$ cat src/rtl/qos_arbiter.sv
// QoS arbiter: round-robin / weighted round-robin grant FSM with per-channel completion counters.
// Optional starvation promotion is compiled in with the macro QOS_STARVE_EN.
module qos_arbiter #(
    parameter int NUM_CH       = 4,
    parameter int CNT_W        = 32,
    parameter int WEIGHT_W     = 4,
    parameter int STARVE_LIMIT = 64,
    localparam int IDX_W       = $clog2(NUM_CH)
) (
    input  logic                         sys_clk,
    input  logic                         sys_rst_n,
    input  logic [NUM_CH-1:0]            req,
    input  logic                         done,
    input  logic                         mode,
    input  logic [NUM_CH*WEIGHT_W-1:0]   weight,
    input  logic                         clr_stats,
    output logic [NUM_CH-1:0]            grant,
    output logic                         grant_valid,
    output logic [IDX_W-1:0]             grant_idx,
    output logic [NUM_CH*CNT_W-1:0]      count,
    output logic [NUM_CH-1:0]            starve
);

    if (NUM_CH < 2 || NUM_CH > 16) begin : g_bad_num_ch
        $error("qos_arbiter: NUM_CH must be 2..16");
    end
    if (STARVE_LIMIT < 1 || STARVE_LIMIT > 65535) begin : g_bad_starve_limit
        $error("qos_arbiter: STARVE_LIMIT must be 1..65535");
    end

    typedef enum logic [0:0] {
        ST_IDLE = 1'b0,
        ST_BUSY = 1'b1
    } state_e;

    localparam logic [CNT_W-1:0]    CNT_MAX    = {CNT_W{1'b1}};
    localparam logic [CNT_W-1:0]    CNT_ONE    = {{(CNT_W-1){1'b0}}, 1'b1};
    localparam logic [WEIGHT_W-1:0] CREDIT_ONE = {{(WEIGHT_W-1){1'b0}}, 1'b1};
    localparam logic [NUM_CH-1:0]   GRANT_ONE  = {{(NUM_CH-1){1'b0}}, 1'b1};
    localparam logic [IDX_W-1:0]    PTR_RST    = IDX_W'(NUM_CH - 1);

    // First requester strictly after p in circular order; iterating downward lets the nearest one win.
    function automatic logic [IDX_W-1:0] rr_pick(input logic [NUM_CH-1:0] r, input logic [IDX_W-1:0] p);
        logic [IDX_W-1:0] pick;
        pick = {IDX_W{1'b0}};
        for (int k = NUM_CH; k >= 1; k--) begin
            if (r[(int'(p) + k) % NUM_CH]) begin
                pick = IDX_W'((int'(p) + k) % NUM_CH);
            end else begin
                pick = pick;
            end
        end
        return pick;
    endfunction

    function automatic logic [IDX_W-1:0] lowest_pick(input logic [NUM_CH-1:0] r);
        logic [IDX_W-1:0] pick;
        pick = {IDX_W{1'b0}};
        for (int i = NUM_CH - 1; i >= 0; i--) begin
            if (r[i]) begin
                pick = IDX_W'(i);
            end else begin
                pick = pick;
            end
        end
        return pick;
    endfunction

    state_e                     state_r, state_nxt_s;
    logic [NUM_CH-1:0]          grant_r, grant_nxt_s;
    logic                       grant_valid_r, grant_valid_nxt_s;
    logic [IDX_W-1:0]           grant_idx_r, grant_idx_nxt_s;
    logic [NUM_CH*CNT_W-1:0]    count_r, count_nxt_s;
    logic [WEIGHT_W-1:0]        credit_r, credit_nxt_s;
    logic [IDX_W-1:0]           ptr_r, ptr_nxt_s;
    logic                       mode_r, mode_nxt_s;
    logic [IDX_W-1:0]           winner_s;
    logic [WEIGHT_W-1:0]        weight_win_s;
    logic                       preempt_s;
    logic                       stay_s;
    logic                       busy_done_s;

`ifdef QOS_STARVE_EN
    localparam logic [15:0] LIMIT16 = 16'(STARVE_LIMIT);

    logic [NUM_CH-1:0][15:0]    wait_r, wait_nxt_s;
    logic [NUM_CH-1:0]          starve_r, starve_nxt_s;
    logic [NUM_CH-1:0]          starve_req_s;

    assign starve_req_s = starve_r & req;
    // A starving channel other than the current owner cuts a weighted burst short.
    assign preempt_s    = |(starve_r & req & ~grant_r);
    assign starve       = starve_r;
`else
    assign preempt_s    = 1'b0;
    assign starve       = {NUM_CH{1'b0}};
`endif

    assign busy_done_s = (state_r == ST_BUSY) && done;
    assign stay_s      = mode_r && (credit_r > CREDIT_ONE) && req[grant_idx_r] && !preempt_s;

    // Arbitration winner and its credit load value (zero weight behaves as one).
    always_comb begin
        winner_s     = rr_pick(req, ptr_r);
`ifdef QOS_STARVE_EN
        if (|starve_req_s) begin
            winner_s = lowest_pick(starve_req_s);
        end else begin
            winner_s = rr_pick(req, ptr_r);
        end
`endif
        weight_win_s = weight[winner_s*WEIGHT_W +: WEIGHT_W];
        if (weight_win_s == {WEIGHT_W{1'b0}}) begin
            weight_win_s = CREDIT_ONE;
        end else begin
            weight_win_s = weight_win_s;
        end
    end

    // State register.
    always_ff @(posedge sys_clk or negedge sys_rst_n) begin
        if (!sys_rst_n) begin
            state_r <= ST_IDLE;
        end else begin
            state_r <= state_nxt_s;
        end
    end

    // Next-state logic.
    always_comb begin
        state_nxt_s = state_r;
        case (state_r)
            ST_IDLE: begin
                if (|req) begin
                    state_nxt_s = ST_BUSY;
                end else begin
                    state_nxt_s = ST_IDLE;
                end
            end
            ST_BUSY: begin
                if (done && !stay_s) begin
                    state_nxt_s = ST_IDLE;
                end else begin
                    state_nxt_s = ST_BUSY;
                end
            end
            default: state_nxt_s = ST_IDLE;
        endcase
    end

    // Next values of grant, pointer, credit and sampled mode.
    always_comb begin
        grant_nxt_s       = grant_r;
        grant_valid_nxt_s = grant_valid_r;
        grant_idx_nxt_s   = grant_idx_r;
        ptr_nxt_s         = ptr_r;
        credit_nxt_s      = credit_r;
        mode_nxt_s        = mode_r;
        case (state_r)
            ST_IDLE: begin
                if (|req) begin
                    grant_nxt_s       = GRANT_ONE << winner_s;
                    grant_valid_nxt_s = 1'b1;
                    grant_idx_nxt_s   = winner_s;
                    ptr_nxt_s         = winner_s;
                    credit_nxt_s      = weight_win_s;
                    mode_nxt_s        = mode;
                end else begin
                    grant_nxt_s       = {NUM_CH{1'b0}};
                    grant_valid_nxt_s = 1'b0;
                    grant_idx_nxt_s   = {IDX_W{1'b0}};
                end
            end
            ST_BUSY: begin
                if (done && stay_s) begin
                    credit_nxt_s      = credit_r - CREDIT_ONE;
                end else if (done) begin
                    grant_nxt_s       = {NUM_CH{1'b0}};
                    grant_valid_nxt_s = 1'b0;
                    grant_idx_nxt_s   = {IDX_W{1'b0}};
                    credit_nxt_s      = {WEIGHT_W{1'b0}};
                end else begin
                    credit_nxt_s      = credit_r;
                end
            end
            default: begin
                grant_nxt_s       = {NUM_CH{1'b0}};
                grant_valid_nxt_s = 1'b0;
                grant_idx_nxt_s   = {IDX_W{1'b0}};
                credit_nxt_s      = {WEIGHT_W{1'b0}};
            end
        endcase
    end

    // Completion counters: clear beats increment, increment saturates.
    always_comb begin
        count_nxt_s = count_r;
        for (int i = 0; i < NUM_CH; i++) begin
            if (clr_stats) begin
                count_nxt_s[i*CNT_W +: CNT_W] = {CNT_W{1'b0}};
            end else if (busy_done_s && (grant_idx_r == IDX_W'(i)) &&
                         (count_r[i*CNT_W +: CNT_W] != CNT_MAX)) begin
                count_nxt_s[i*CNT_W +: CNT_W] = count_r[i*CNT_W +: CNT_W] + CNT_ONE;
            end else begin
                count_nxt_s[i*CNT_W +: CNT_W] = count_r[i*CNT_W +: CNT_W];
            end
        end
    end

    // Output and datapath registers.
    always_ff @(posedge sys_clk or negedge sys_rst_n) begin
        if (!sys_rst_n) begin
            grant_r       <= {NUM_CH{1'b0}};
            grant_valid_r <= 1'b0;
            grant_idx_r   <= {IDX_W{1'b0}};
            count_r       <= {(NUM_CH*CNT_W){1'b0}};
            credit_r      <= {WEIGHT_W{1'b0}};
            ptr_r         <= PTR_RST;
            mode_r        <= 1'b0;
        end else begin
            grant_r       <= grant_nxt_s;
            grant_valid_r <= grant_valid_nxt_s;
            grant_idx_r   <= grant_idx_nxt_s;
            count_r       <= count_nxt_s;
            credit_r      <= credit_nxt_s;
            ptr_r         <= ptr_nxt_s;
            mode_r        <= mode_nxt_s;
        end
    end

`ifdef QOS_STARVE_EN
    // Wait counters clear on the edge that grants the channel, so the flag drops with grant rising.
    always_comb begin
        wait_nxt_s   = wait_r;
        starve_nxt_s = {NUM_CH{1'b0}};
        for (int i = 0; i < NUM_CH; i++) begin
            if (!req[i] || grant_nxt_s[i]) begin
                wait_nxt_s[i] = 16'h0000;
            end else if (wait_r[i] != 16'hFFFF) begin
                wait_nxt_s[i] = wait_r[i] + 16'h0001;
            end else begin
                wait_nxt_s[i] = wait_r[i];
            end
            starve_nxt_s[i] = (wait_nxt_s[i] >= LIMIT16);
        end
    end

    // Wait counter and starvation flag registers.
    always_ff @(posedge sys_clk or negedge sys_rst_n) begin
        if (!sys_rst_n) begin
            wait_r   <= {(NUM_CH*16){1'b0}};
            starve_r <= {NUM_CH{1'b0}};
        end else begin
            wait_r   <= wait_nxt_s;
            starve_r <= starve_nxt_s;
        end
    end
`endif

    assign grant       = grant_r;
    assign grant_valid = grant_valid_r;
    assign grant_idx   = grant_idx_r;
    assign count       = count_r;

endmodule

$ cat config.mk
export PLATFORM = sky130hd
export DESIGN_NAME = qos_arbiter
export DESIGN_NICKNAME = d
export VERILOG_FILES = /design/src/rtl/qos_arbiter.sv
export SDC_FILE = /design/constraint.sdc
export NUM_CORES = 1
export LEC_CHECK = 0
export CAP_MARGIN = 5
export CORE_UTILIZATION = 30
export CTS_CLUSTER_SIZE = 40
export DETAILED_ROUTE_END_ITERATION = 16
export PLACE_DENSITY = 0.56
export SLEW_MARGIN = 20
export SYNTH_ARGS = -nofsm -noshare
export SYNTH_HDL_FRONTEND = slang
export SYNTH_SLANG_ARGS = --single-unit
$ cat constraint.sdc
create_clock -name sys_clk -period 2.6 [get_ports sys_clk]
set_input_delay 0.65 -clock sys_clk [delete_from_list [all_inputs] [get_ports sys_clk]]
set_output_delay 0.65 -clock sys_clk [all_outputs]
set_load 0.03 [all_outputs]
==> results of run 1 <==
per-stage QoR:
step | setup slack [ps] | cell area, um2 | power, mW | TNS (ps)
2_1_floorplan | 305 | 7830 | 3.26 | 0
3_3_place_gp | -164 | 10100 | 3.83 | -3730
3_5_place_dp | -195 | 10100 | 3.83 | -4900
4_1_cts | 165 | 10700 | 6.35 | 0
5_1_grt | 43.3 | 10700 | 6.56 | 0
6_report | 205 | 10700 | 6.27 | 0
placed cells by master, fill, tap and decap left out, types with 15 or more instances in the layout:
master | netlist | routed
nand3_1 | 48 | 48
xor2_1 | 33 | 33
nor2_1 | 128 | 128
or3_1 | 24 | 24
dfrtp_1 | 141 | 141
inv_1 | 21 | 21
and3_1 | 17 | 17
and4_1 | 15 | 15
a21oi_1 | 28 | 28
nand4_1 | 36 | 36
clkdlybuf4s50_1 | 0 | 157
buf_4 | 4 | 54
xnor2_1 | 67 | 67
clkbuf_16 | 0 | 17
nor3_1 | 38 | 38
nor4_1 | 16 | 15
o21ai_0 | 32 | 32
nand2_1 | 57 | 57
area by class of cell:
type,count,area (um2),share of cell area [%]
Clock buffer,18,439,4.10
Tap cell,330,413,3.86
Inverter,21,78.8,0.736
Multi-Input combinational cell,649,4010,37.4
Clock inverter,11,144,1.34
Sequential cell,143,3580,33.4
Timing Repair Buffer,215,2050,19.1
worst max-delay path by stage:
stage / start / to / slack [ps] / cells after the start
2_1_floorplan: grant_idx[0] / credit_r[3] / 310 / 8
3_3_place_gp: done / count[21] / -160 / 9
3_5_place_dp: done / count[21] / -190 / 9
4_1_cts: grant_idx[0] / grant_idx[0] / 170 / 1
5_1_grt: count[67] / count[87] / 40 / 6
6_report: grant_idx[0] / grant_idx[0] / 210 / 1
routing by layer:
layer | global-route usage (%) | share of wire, % | up-vias
li1 | - | - | 3409
met1 | 22.6 | 48 | 3410
met2 | 26.3 | 46 | 139
met3 | 3.45 | 4.4 | 18
met4 | 5.35 | 1.4 | 0
met5 | 0 | 0 | -
state kept, by name (all words and copies together) (netlist names):
signal,count
grant,4
mode_r,1
ptr_r,2
credit_r,4
state_r,1
grant_valid,1
count,128
grant_idx,2
report_power, final:
group	total (mW)	switching [mW]	internal, mW
Sequential	2.52	0.156	2.37
Clock	2.49	0.969	1.52
Combinational	1.26	0.680	0.580
Total	6.27	1.81	4.46
cell families (layout without fill, tap and decap cells):
kind of cell             after synthesis  after routing  synth area share, %
multiplexers                          12             12                 1.71
adder cells (fa/ha/maj)                6              6                0.960
other                                  1              4               0.0480
XOR/XNOR                             100            100                 11.2
AO/OA/AOI/OAI                         91             91                 7.11
flip-flops                           143            143                 45.8
AND/OR/NAND/NOR                      436            436                 29.9
buffers and inverters                 59            265                 3.23
==> flow_summary.ini, run 1 <==
[synthesis]
synth_area_leader_cell = dfrtp_1
synth-main-ff-cell = dfrtp_1
async_reset_ff_share_pct = 100
synthTopCellsByCount = dfrtp_1 (141), nor2_1 (128), xnor2_1 (67), nand2_1 (57), nand3_1 (48)
synth_edf_count = 0
synth_warnings = 0
synth_area_um2 = 7820
syn_area_per_cell_um2 = 9.22
ys_ff_latch = 143
ys_top_cells_by_area = dfrtp_1 (45%), xnor2_1 (7.5%), nor2_1 (6.1%)
synthCells = 848
yosysUniqueCellTypes = 61
synth_top_area_share_pct = 45.1
yosysSeqAreaShare_pct = 45.8
synth_most_common_cell = dfrtp_1

[hold_path]
hold_class = input port to asynchronous set/reset pin

[sta]
worstMarginPinSlew_ps = 734
grt_setup_unrepaired = no
setup_viol = 0
hold_viol_final = 0
max_freq_ghz = 0.418
maxSlewViolCount = 0
maxSlewHeadroom_pct = 51.0
fin_skew_ps = 9.83
hold_ws_ps = 214
finalCriticalPeriod_ps = 2390
final.period_utilization_pct = 92.1

[grt]
grt_pass1_vias = 6896
grt_pass1_wl_um = 35400
grt_overflow = 0
antenna_found_initial = 0
grt_max_degree = 73
grt_usage_pct = 16.6

[setup_path]
crit_path_start_kind = register
path_class = register to primary output
crit_required_ps = 1950
end_kind = primary output
crit_family = buffers and inverters
crit_buf_inv = 1
cp.arrival_ps = 1740
crit_path_top_delay_cell = clkdlybuf4s50_1
crit_chain = clkdlybuf4s50_1
critical_path.max_fanout = 9
r2r-end = count[93]
timing.rr.start = count[68]
r2r_cells = 6
slowest_delay_ps = 760
r2r_slack_ps = 250

[route]
vias = 6976
drt-wirelength-per-cell_um = 15.4
drt_iter0_markers = 466
vias_per_cell = 5.03
firstDrtPassIters = 5
drt_wl_total_um = 21300
drtAntennaViolNets = 0
drcViolationCount = 0

[layout]
drive_gt1_share_pct = 10.6
area_growth_pct = 37.0
instances_no_fill = 1387
layout.nets = 1078
n_antenna_cell = 0
utilization_pct = 42.2
fillers = 2501

[clock_network]
cts.sinks = 143
clk-insertion-delay-late_ps = 410
htreeDepth = 4
path_clk_slew_ps = 60
cts_resized = 0
post_cts_buffers = 0
root_buffer = clkbuf_16
cts_tree = done
cts_hold_buf = 0
cts.path.max_buffers = 2
cts-buffers-inserted = 17

[die]
die_w_um = 163
dieHeight_um = 163
core_area_um2 = 25400
dieArea_um2 = 26700
ios = 164
rows = 58
start_util_pct = 30.8

[power]
leakage_nw = 4.14
irDropWorstVdd_mv = 0.387
power_density_nw_per_um2 = 585

[flow_run]
maxCapViolCount = 0

[placed_design]
place_inst = 1358
port_buffers = 159
dp_hpwl_um = 15100
place_congestion = 0.812

[status]
status = completed
No activity file was read; power rests on OpenSTA's default activity.
==> inputs of run 2 (changes only) <==
--- a/config.mk
+++ b/config.mk
@@ -9,7 +9,7 @@
 export CORE_UTILIZATION = 30
 export CTS_CLUSTER_SIZE = 40
 export DETAILED_ROUTE_END_ITERATION = 16
-export PLACE_DENSITY = 0.56
+export PLACE_DENSITY_LB_ADDON = 0.08
 export SLEW_MARGIN = 20
 export SYNTH_ARGS = -nofsm -noshare
 export SYNTH_HDL_FRONTEND = slang
==> flow_summary.ini, run 2 (synthesis results as in run 1) <==
[power]
power_density_nw_per_um2 = 576
p_int_mw = 4.30
finalPower_mw = 6.20
clock_power_share_pct = 38.5
power_frac_seq_pct = 40.5
switching_share_pct = 30.6
leakage_nw = 4.17
power.switching_mw = 1.90
p_comb_share_pct = 21.0
irDropWorstVdd_mv = 0.287

[clock_network]
root_buffer = clkbuf_16
path_clk_slew_ps = 70
clk-insertion-delay-late_ps = 420
cts.path.max_buffers = 2
cts_tree = done
post_cts_buffers = 0
htreeDepth = 4
cts_hold_buf = 0
cts_resized = 0
cts.sinks = 143
cts-buffers-inserted = 17

[die]
dieHeight_um = 163
ios = 164
die_w_um = 163
rows = 58
start_util_pct = 30.8
dieArea_um2 = 26700
core_area_um2 = 25400

[setup_path]
crit_start = done
crit_path_top_delay_cell = clkdlybuf4s50_1
crit_required_ps = 2900
crit_chain = clkdlybuf4s50_1, buf_4, nand4_2, or2_0, or3_1, buf_4, nor4b_4, xnor2_1, nor2_1
crit_buf_inv = 3
crit_top_cell = buf_4
r2r-end = count[93]
end_kind = register
crit_path_start_kind = input port
path_class = input port to register
cp.arrival_ps = 2680
r2r_cells = 6
critical_path.max_fanout = 8
r2r_slack_ps = 320
crit_family = simple AND/OR/NAND/NOR gates
slowest_delay_ps = 520
timing.rr.start = count[68]

[layout]
largest_register_ffs = 128
layout.nets = 1085
area_growth_pct = 37.8
most-common-layout-cells = clkdlybuf4s50_1 (157), dfrtp_1 (141), nor2_1 (128)
final_common_cell = clkdlybuf4s50_1
n_antenna_cell = 0
drive_gt1_share_pct = 11.3

[sta]
maxSlewHeadroom_pct = 59.1
fin_skew_ps = 13.5
fin_ws_ps = 216
worstMarginPinSlew_ps = 609
maxSlewViolCount = 0
max_freq_ghz = 0.419
hold_viol_final = 0
setup_viol = 0
finalCriticalPeriod_ps = 2380
grt_setup_unrepaired = no
final.period_utilization_pct = 91.7

[hold_path]
hold_class = input port to asynchronous set/reset pin

[grt]
grt_pass1_vias = 6940
grt_overflow = 0
antenna_found_initial = 0
grt_pass1_wl_um = 36700
grt_usage_pct = 17.3
grt_max_degree = 65

[status]
status = completed

[flow_run]
maxCapViolCount = 0

[placed_design]
dp_hpwl_um = 15400
port_buffers = 159
place_congestion = 0.775
pre_cts_slack_ps = -245

[route]
firstDrtPassIters = 4
drt-wirelength-per-cell_um = 15.7
vias_per_cell = 4.93
vias = 6885
drt_iter0_markers = 309
drt_wl_total_um = 22000
drcViolationCount = 0
drtAntennaViolNets = 0
## run 2: worst reg2reg max path, delay by kind of cell, from the launching register on
| kind | cells | cell delay (ps) |
|---|---|---|
| flops | 1 | 470 |
| xor+xnor | 1 | 150 |
| simple gates | 5 | 1540 |
## run 2: through the flow
stage               utilization (%)  TNS [ps]  hold WS [ps]  instances  area (um2)
CTS                            42.4         0           188       1397       10800
global route                   42.4         0           200       1397       10800
global placement               40.2     -4350           465       1365       10200
floorplan                         -         0           354        851        7830
finish                         42.4         0           168       1397       10800
detailed placement             40.2     -5670           477       1365       10200
## run 2: layout make-up
| cell class | instances | area (um2) |
|---|---|---|
| well taps | 330 | 413 |
| fillers | 2535 | 14600 |
| clock inverters | 14 | 135 |
| multi-input cells | 649 | 4010 |
| flip-flops and latches | 143 | 3580 |
| inverters | 21 | 78.8 |
| clock buffers | 18 | 429 |
| repair buffers | 222 | 2130 |
## run 2: metal layers
| metal | wire length [um] | global-route usage [%] | vias to the layer above |
|---|---|---|---|
| met5 | 0 | 0 | - |
| met4 | 250 | 4.80 | 0 |
| met3 | 763 | 3.22 | 22 |
| met2 | 10200 | 28.0 | 131 |
| met1 | 10800 | 23.6 | 3316 |
| li1 | - | - | 3416 |
## run 2: how the worst max path moves through the flow
stage          depth (start not counted)     endpoint  slack, ps
2_1_floorplan                          8  credit_r[3]        310
3_3_place_gp                           9   count[121]       -200
3_5_place_dp                           9   count[127]       -250
4_1_cts                                9   count[127]        200
5_1_grt                                8    count[30]         20
6_report                               9   count[123]        220
## run 2: power groups by stage
| stage | registers [mW] | logic (mW) | clock network, mW |
|---|---|---|---|
| after global placement | 2.56 | 1.32 | 0 |
| after CTS | 2.52 | 1.33 | 2.47 |
| after detailed placement | 2.55 | 1.32 | 0 |
| after floorplan | 2.61 | 0.653 | 0 |
| final | 2.51 | 1.30 | 2.39 |
| after global routing | 2.53 | 1.45 | 2.55 |
